`src/rtl/fifo_burst_reader.sv`:
```
// fifo_burst_reader: drains a LEN-word burst from a registered-read FIFO onto a valid/ready stream
module fifo_burst_reader #(
  parameter int DATA_WIDTH = 32,
  parameter int LEN_WIDTH  = 8
) (
  input  logic                  clk,
  input  logic                  reset,
  input  logic                  start,
  input  logic [LEN_WIDTH-1:0]  len,
  input  logic                  fifo_empty,
  input  logic [DATA_WIDTH-1:0] fifo_data_out,
  output logic                  fifo_rd_en,
  output logic                  m_valid,
  input  logic                  m_ready,
  output logic [DATA_WIDTH-1:0] m_data,
  output logic                  m_last,
  output logic                  busy,
  output logic                  done,
  output logic [LEN_WIDTH-1:0]  word_cnt
);
  typedef enum logic [1:0] {IDLE, RUN, DRAIN} state_t;
  localparam logic [LEN_WIDTH-1:0] ONE = 1;
  state_t state, state_nxt;
  logic [LEN_WIDTH-1:0] len_q, issue_cnt;
  logic inflight, inflight_last, l0, l1, pop, last_issue, wr_hi;
  logic [1:0] occ;
  logic [DATA_WIDTH-1:0] d1;
  // m_data doubles as the buffer head; d1/l1 is the second slot
  always_comb begin
    m_valid = occ != 2'd0;
    m_last = m_valid & l0;
    busy = state != IDLE;
    pop = m_valid & m_ready;
    last_issue = issue_cnt == len_q - ONE;
    wr_hi = (occ - {1'b0, pop}) != 2'd0;
    fifo_rd_en = (state == RUN) & !fifo_empty &
                 (({1'b0, occ} + {2'b0, inflight}) < (3'd2 + {2'b0, pop}));
    state_nxt = (state == IDLE && start && len != '0) ? RUN :
                (state == RUN && fifo_rd_en && last_issue) ? DRAIN :
                (state == DRAIN && pop && m_last) ? IDLE : state;
  end
  always_ff @(posedge clk) begin
    if (reset) begin
      state <= IDLE;
      len_q <= '0;
      issue_cnt <= '0;
      word_cnt <= '0;
      inflight <= 1'b0;
      inflight_last <= 1'b0;
      occ <= '0;
      m_data <= '0;
      l0 <= 1'b0;
      d1 <= '0;
      l1 <= 1'b0;
      done <= 1'b0;
    end else begin
      state <= state_nxt;
      inflight <= fifo_rd_en;
      inflight_last <= fifo_rd_en & last_issue;
      done <= (state == IDLE && start && len == '0) || (state == DRAIN && pop && m_last);
      occ <= occ + {1'b0, inflight} - {1'b0, pop};
      if (pop) begin
        m_data <= d1;
        l0 <= l1;
      end
      // read data lands in the first free slot after this cycle's pop
      if (inflight && wr_hi) begin
        d1 <= fifo_data_out;
        l1 <= inflight_last;
      end
      if (inflight && !wr_hi) begin
        m_data <= fifo_data_out;
        l0 <= inflight_last;
      end
      if (state == IDLE && start) begin
        len_q <= len;
        issue_cnt <= '0;
        word_cnt <= '0;
      end else begin
        if (fifo_rd_en) issue_cnt <= issue_cnt + ONE;
        if (pop && word_cnt != len_q) word_cnt <= word_cnt + ONE;
      end
    end
  end
endmodule

```
`config.mk`:
```
export PLATFORM = sky130hd
export DESIGN_NAME = fifo_burst_reader
export DESIGN_NICKNAME = d
export VERILOG_FILES = /design/src/rtl/fifo_burst_reader.sv
export SDC_FILE = /design/constraint.sdc
export NUM_CORES = 1
export LEC_CHECK = 0
export CAP_MARGIN = 5
export CORE_AREA = 8 8 104 125
export CTS_CLUSTER_SIZE = 20
export DETAILED_ROUTE_END_ITERATION = 6
export DIE_AREA = 0 0 112 133
export SLEW_MARGIN = 15
export SYNTH_ARGS = -nofsm -noshare
export SYNTH_HDL_FRONTEND = slang
export SYNTH_SLANG_ARGS = --single-unit
export TNS_END_PERCENT = 10
```
`constraint.sdc`:
```
create_clock -name clk -period 3.1 [get_ports clk]
set_input_delay 0.465 -clock clk [delete_from_list [all_inputs] [get_ports clk]]
set_output_delay 0.465 -clock clk [all_outputs]
set_load 0.005 [all_outputs]
```
==> results of run 1 <==
registers in the layout, indices dropped and copies added (netlist names):
register / flops
d1: 32
l0: 1
l1: 1
len_q: 8
occ: 2
done: 1
state: 2
inflight_last: 1
issue_cnt: 8
inflight: 1
m_data: 32
word_cnt: 8
metal layers:
metal,up-vias,wire length (um),GRT usage (%)
li1,1973,-,-
met1,1839,5150,18.6
met2,93,5560,26.8
met3,14,641,4.60
met4,0,169,5.33
met5,-,0,0
critical path, stage by stage (launching register included):
cell             delay [ns]
dfxtp_1                0.37
ha_1                   0.20
ha_1                   0.19
nor4b_2                0.21
buf_4                  0.19
nand2_1                0.12
inv_1                  0.08
clkdlybuf4s50_1        0.50
power by group through the flow:
stage | sequential (mW) | clock, mW | combinational (mW)
global placement | 1.46 | 0 | 0.713
CTS | 1.44 | 1.14 | 0.734
finish | 1.44 | 1.11 | 0.721
global route | 1.45 | 1.20 | 0.800
floorplan | 1.44 | 0 | 0.388
detailed placement | 1.46 | 0 | 0.728
final cells by class:
class	count	area, sq um	share of cell area (%)
clock buffer	9	225	4.04
multi-input combinational	393	2160	38.7
inverter	11	41.3	0.740
timing repair buffer	99	973	17.4
tap	132	165	2.96
clock inverter	7	71.3	1.28
sequential	97	1940	34.8
worst paths after layout:
path	from	end	slack, ns
max	occ[0]	fifo_rd_en	0.45
min	d1[15]	d1[15]	0.45
max reg2reg	len_q[0]	state[1]	0.70
min reg2reg	d1[15]	d1[15]	0.45
synthesized netlist by cell type (3+ instances only):
master,count,share of area [%]
nand2_1,158,14
o21ai_0,3,0.35
nor2b_1,6,0.88
nand3_1,4,0.47
a21oi_1,45,5.3
nand4_1,6,0.88
nor2_1,55,4.8
or3_1,3,0.44
a2111oi_0,4,0.82
ha_1,7,2.0
and2_1,3,0.44
buf_1,5,0.44
xnor2_1,13,2.7
dfxtp_1,97,45
a311oi_1,33,6.7
xor2_1,18,3.7
clkbuf_1,27,2.4
inv_1,10,0.88
metrics by stage:
stage	instance area, sq um	std cells	power (mW)
after CTS	5580	748	3.31
after global placement	5280	732	2.18
final	5580	748	3.27
after detailed placement	5280	732	2.19
after global routing	5580	748	3.45
after floorplan	4290	536	1.83
cell families after synthesis:
family / after synthesis / share of synthesized area, %
xor+xnor: 31 / 6.34
compound gates: 99 / 15.7
buf+inv: 46 / 4.50
flops: 97 / 45.3
fa+ha+maj: 7 / 2.04
mux: 1 / 0.234
simple gates: 255 / 25.8
==> results.json, run 1 <==
{
  "final_cell_mix": "158 x nand2_1, 97 x dfxtp_1, 88 x clkdlybuf4s50_1, 55 x nor2_1, 45 x a21oi_1",
  "drt_iter0_drc": 147,
  "required_ns": 2.63,
  "clock_sink_count": 97,
  "route.detailed.wl_per_inst_um": 15.4,
  "grt_overflow": 0,
  "syn_area_per_cell_sq_um": 8.00,
  "worstSetupEndpointType": "output pin",
  "critPathLaunchType": "register",
  "synth_top_flop_cell": "dfxtp_1",
  "postCtsHoldBufs": 0,
  "p_sw_mw": 0.958,
  "setup_ws_ns": 0.447,
  "fmax_mhz": 377,
  "power_frac_clock_pct": 34.0,
  "pre_cts_ws_ns": 0.624,
  "mappedNetlistArea_sq_um": 4290,
  "final_common_cell": "nand2_1",
  "die_x_um": 112,
  "coreArea_sq_um": 10900,
  "hpwl_mm": 7.94,
  "die_y_um": 133,
  "crit_path_max_fanout": 8,
  "areaGrowthSynthToFinish_pct": 30.2,
  "synth.distinct_cells": 46,
  "async_reset_ff_share_pct": 0,
  "critical_path_arrival_ns": 2.19,
  "relSlewSlack_pct": 36.6,
  "ys_seq_area_share_pct": 45.3,
  "placementRows": 42,
  "cts_max_path_buffers": 2,
  "drt_wl_total_mm": 11.5,
  "ctsResizeCount": 0,
  "p_seq_share_pct": 44.0,
  "min_period_ns": 2.65,
  "viasPerCell": 5.24,
  "vias": 3919,
  "grt_max_degree": 58,
  "whs_path_depth": 2,
  "drt_pass1_iterations": 4,
  "layout.nets": 663,
  "clk_pin_slew_worst_paths_ns": 0.07,
  "setup_viol": 0,
  "antenna_found_initial": 0,
  "netSwitchingFraction_pct": 29.3,
  "hp-class": "register to register",
  "grt_pass1_vias": 4028,
  "leakage_nw": 1.97,
  "synth_edf_count": 0,
  "place_congestion": 0.813,
  "reg2regPathDepth": 7,
  "clock-skew-final_ns": 0.00494,
  "cts_buffers": 9,
  "cts_tree": "built",
  "n_antenna_cell": 0,
  "clockRootBuffer": "clkbuf_16",
  "final_antenna_net_count": 0,
  "track_usage_pct": 15.8,
  "finalHoldViolations": 0,
  "outcome": "finished, final reports clean",
  "grt_pass1_wl_mm": 19.4,
  "combPwrFrac_pct": 22.1,
  "dieArea_sq_um": 14900,
  "whs_ns": 0.455,
  "period_share_pct": 85.6,
  "cts_setup_buffers": 0,
  "maxCapViolCount": 0,
  "finalSetupTns_ns": 0,
  "synth_seq_cells": 97,
  "power.density_nw_per_um2": 585,
  "syn-num-nets": 588,
  "fillCellCount": 1060,
  "clk_latency_ns": 0.34,
  "worst_pin_slew_ns": 0.942,
  "drc": 0,
  "synth_cells": 536,
  "start_util_pct": 39.2,
  "drive_above_1_share_pct": 6.17,
  "io_pins": 90,
  "fin_util_pct": 51.1,
  "htreeDepth": 3,
  "port_buffers": 89,
  "yosys_warnings": 0,
  "internal_power_mw": 2.31,
  "irDropWorstVdd_uv": 261,
  "final_max_slew_viol_count": 0,
  "rsz0062_at_grt": "false",
  "critPathKind": "register to output pin"
}
(Power assumes the default switching activity.)
==> run 2: changes to the inputs <==
ABC_CLOCK_PERIOD_IN_PS = 3100   (was default)
MAX_ROUTING_LAYER = met4   (was default)
==> run 2 against run 1 <==
  * Worst hold slack is essentially flat
  * Clock-buffer cell count is the same
  * Register-to-register slack is essentially flat
  * Final area is the same
  * Setup slack gained 0.0011 ns
  * Maximum frequency is essentially flat
  * Sequential power is essentially flat
  * Via count grew 0.48%
  * Sequential cell count is the same
  * Non-clock buffer count is the same
  * Sequential share of layout area is the same
  * Cell count is the same
==> results.json, run 2 (synthesis gave the netlist of run 1 again) <==
{
  "coreArea_sq_um": 10900,
  "place_congestion": 0.826,
  "largestRegisters": "d1 x32, m_data x32",
  "multi_input_area_sq_um": 2160,
  "grt_use_met2_pct": 26.8,
  "cpPeakStageDelay_ns": 0.50,
  "regToRegSetupSlack_ns": 0.70,
  "io_pins": 90,
  "top_usage_layer": "met2",
  "finalHoldViolations": 0,
  "areaGrowthSynthToFinish_pct": 30.2,
  "seq_area_sq_um": 1940,
  "internal_power_mw": 2.31,
  "die_x_um": 112,
  "combPwrFrac_pct": 22.1,
  "pre_cts_ws_ns": 0.624,
  "p_sw_mw": 0.966,
  "power_frac_clock_pct": 34.1,
  "cts_tree": "built",
  "final_max_slew_viol_count": 0,
  "p_seq_share_pct": 43.9,
  "layout.nets": 663,
  "drt_pass1_iterations": 6,
  "grt_overflow": 0,
  "finalSetupTns_ns": 0,
  "rsz0062_at_grt": "false",
  "viasPerCell": 5.26,
  "path_cells": "ha_1 > ha_1 > nor4b_2 > buf_4 > nand2_1 > inv_1 > clkdlybuf4s50_1",
  "cts_max_path_buffers": 2,
  "placedCellCount": 732,
  "period_share_pct": 85.5,
  "grt_pass1_wl_mm": 19.4,
  "cts_setup_buffers": 0,
  "grt_util_met3_pct": 3.41,
  "crit_path_max_fanout": 8,
  "cp_slowest_cell": "clkdlybuf4s50_1",
  "maxCapViolCount": 0,
  "drt_wl_total_mm": 11.6,
  "whs_ns": 0.454,
  "leakage_nw": 1.97,
  "hp-class": "register to register",
  "clk_pin_slew_worst_paths_ns": 0.07,
  "fmax_mhz": 377,
  "dieArea_sq_um": 14900,
  "clk_latency_ns": 0.34,
  "min_to": "d1[15]",
  "drc": 0,
  "start_util_pct": 39.2,
  "r2r_start": "len_q[0]",
  "placed_area_sq_um": 5280,
  "port_buffers": 89,
  "min_from": "d1[15]",
  "critPathKind": "register to output pin",
  "crit_top_cell": "ha_1",
  "track_usage_pct": 16.2,
  "outcome": "finished, final reports clean",
  "route.detailed.wl_per_inst_um": 15.5,
  "worstSetupEndpointType": "output pin",
  "postCtsHoldBufs": 0,
  "irDropWorstVdd_uv": 260,
  "cp_top_family": "buffers and inverters",
  "netSwitchingFraction_pct": 29.5,
  "whs_path_depth": 2,
  "die_y_um": 133,
  "placementRows": 42,
  "vias": 3938,
  "worst-path-buf-inv": 3,
  "r2r-end": "state[1]",
  "fin_cells": 748,
  "antenna_found_initial": 0,
  "worst_pin_slew_ns": 0.967,
  "drt_iter0_drc": 164,
  "final_antenna_net_count": 0,
  "cts_buffers": 9,
  "grt_pass1_vias": 4040,
  "clock_sink_count": 97,
  "critPathLaunchType": "register",
  "relSlewSlack_pct": 34.9,
  "reg2regPathDepth": 7,
  "min_period_ns": 2.65,
  "final_common_cell": "nand2_1",
  "ctsResizeCount": 0,
  "critical_path_arrival_ns": 2.19,
  "clock-skew-final_ns": 0.00678,
  "drive_above_1_share_pct": 6.17,
  "required_ns": 2.63,
  "htreeDepth": 3,
  "final_cell_mix": "158 x nand2_1, 97 x dfxtp_1, 88 x clkdlybuf4s50_1, 55 x nor2_1, 45 x a21oi_1",
  "hpwl_mm": 7.94,
  "grt_max_degree": 58,
  "gr-usage-met1_pct": 19.1,
  "design_area_sq_um": 5580,
  "clockRootBuffer": "clkbuf_16",
  "power.density_nw_per_um2": 587,
  "setup_ws_ns": 0.448,
  "setup_viol": 0,
  "fillCellCount": 1060,
  "n_antenna_cell": 0
}
-- run 2: per-stage QoR --
| step | total power, mW | util (%) |
|---|---|---|
| after global routing | 3.45 | 51.1 |
| after global placement | 2.18 | 48.3 |
| final | 3.27 | 51.1 |
| after floorplan | 1.83 | - |
| after detailed placement | 2.19 | 48.3 |
| after CTS | 3.31 | 51.1 |
-- run 2: final cells by class --
cell class | instances | area share (%)
Multi-Input combinational cell | 393 | 38.7
Sequential cell | 97 | 34.8
Clock buffer | 9 | 4.04
Tap cell | 132 | 2.96
Inverter | 11 | 0.740
Timing Repair Buffer | 99 | 17.4
Clock inverter | 7 | 1.28
-- run 2: power by group through the flow --
stage / combinational (mW) / clock, mW / sequential [mW]
6_report: 0.723 / 1.12 / 1.44
5_1_grt: 0.800 / 1.20 / 1.45
4_1_cts: 0.734 / 1.14 / 1.44
3_5_place_dp: 0.728 / 0 / 1.46
3_3_place_gp: 0.713 / 0 / 1.46
2_1_floorplan: 0.388 / 0 / 1.44
-- run 2: how the worst max path moves through the flow --
| stage | startpoint | end | slack, ns | cells past startpoint |
|---|---|---|---|---|
| after floorplan | m_ready | m_data[13] | 0.66 | 9 |
| after global placement | fifo_empty | fifo_rd_en | 0.64 | 6 |
| after detailed placement | fifo_empty | fifo_rd_en | 0.62 | 6 |
| after CTS | occ[0] | fifo_rd_en | 0.42 | 7 |
| after global routing | occ[0] | fifo_rd_en | 0.34 | 7 |
| final | occ[0] | fifo_rd_en | 0.45 | 7 |
-- run 2: worst reg2reg max path, stage by stage (launching register included) --
cell and delay (ns):
dfxtp_1 0.48, inv_1 0.09, ha_1 0.27, nor2b_1 0.15, or3_1 0.35, a31o_2 0.23
or4_4 0.56, a211oi_2 0.19
-- run 2: routing by layer --
| layer | up-vias | share of wire [%] |
|---|---|---|
| met2 | 83 | 48 |
| met3 | 16 | 3.6 |
| met4 | 0 | 1.5 |
| li1 | 1973 | - |
| met5 | - | 0 |
| met1 | 1866 | 47 |
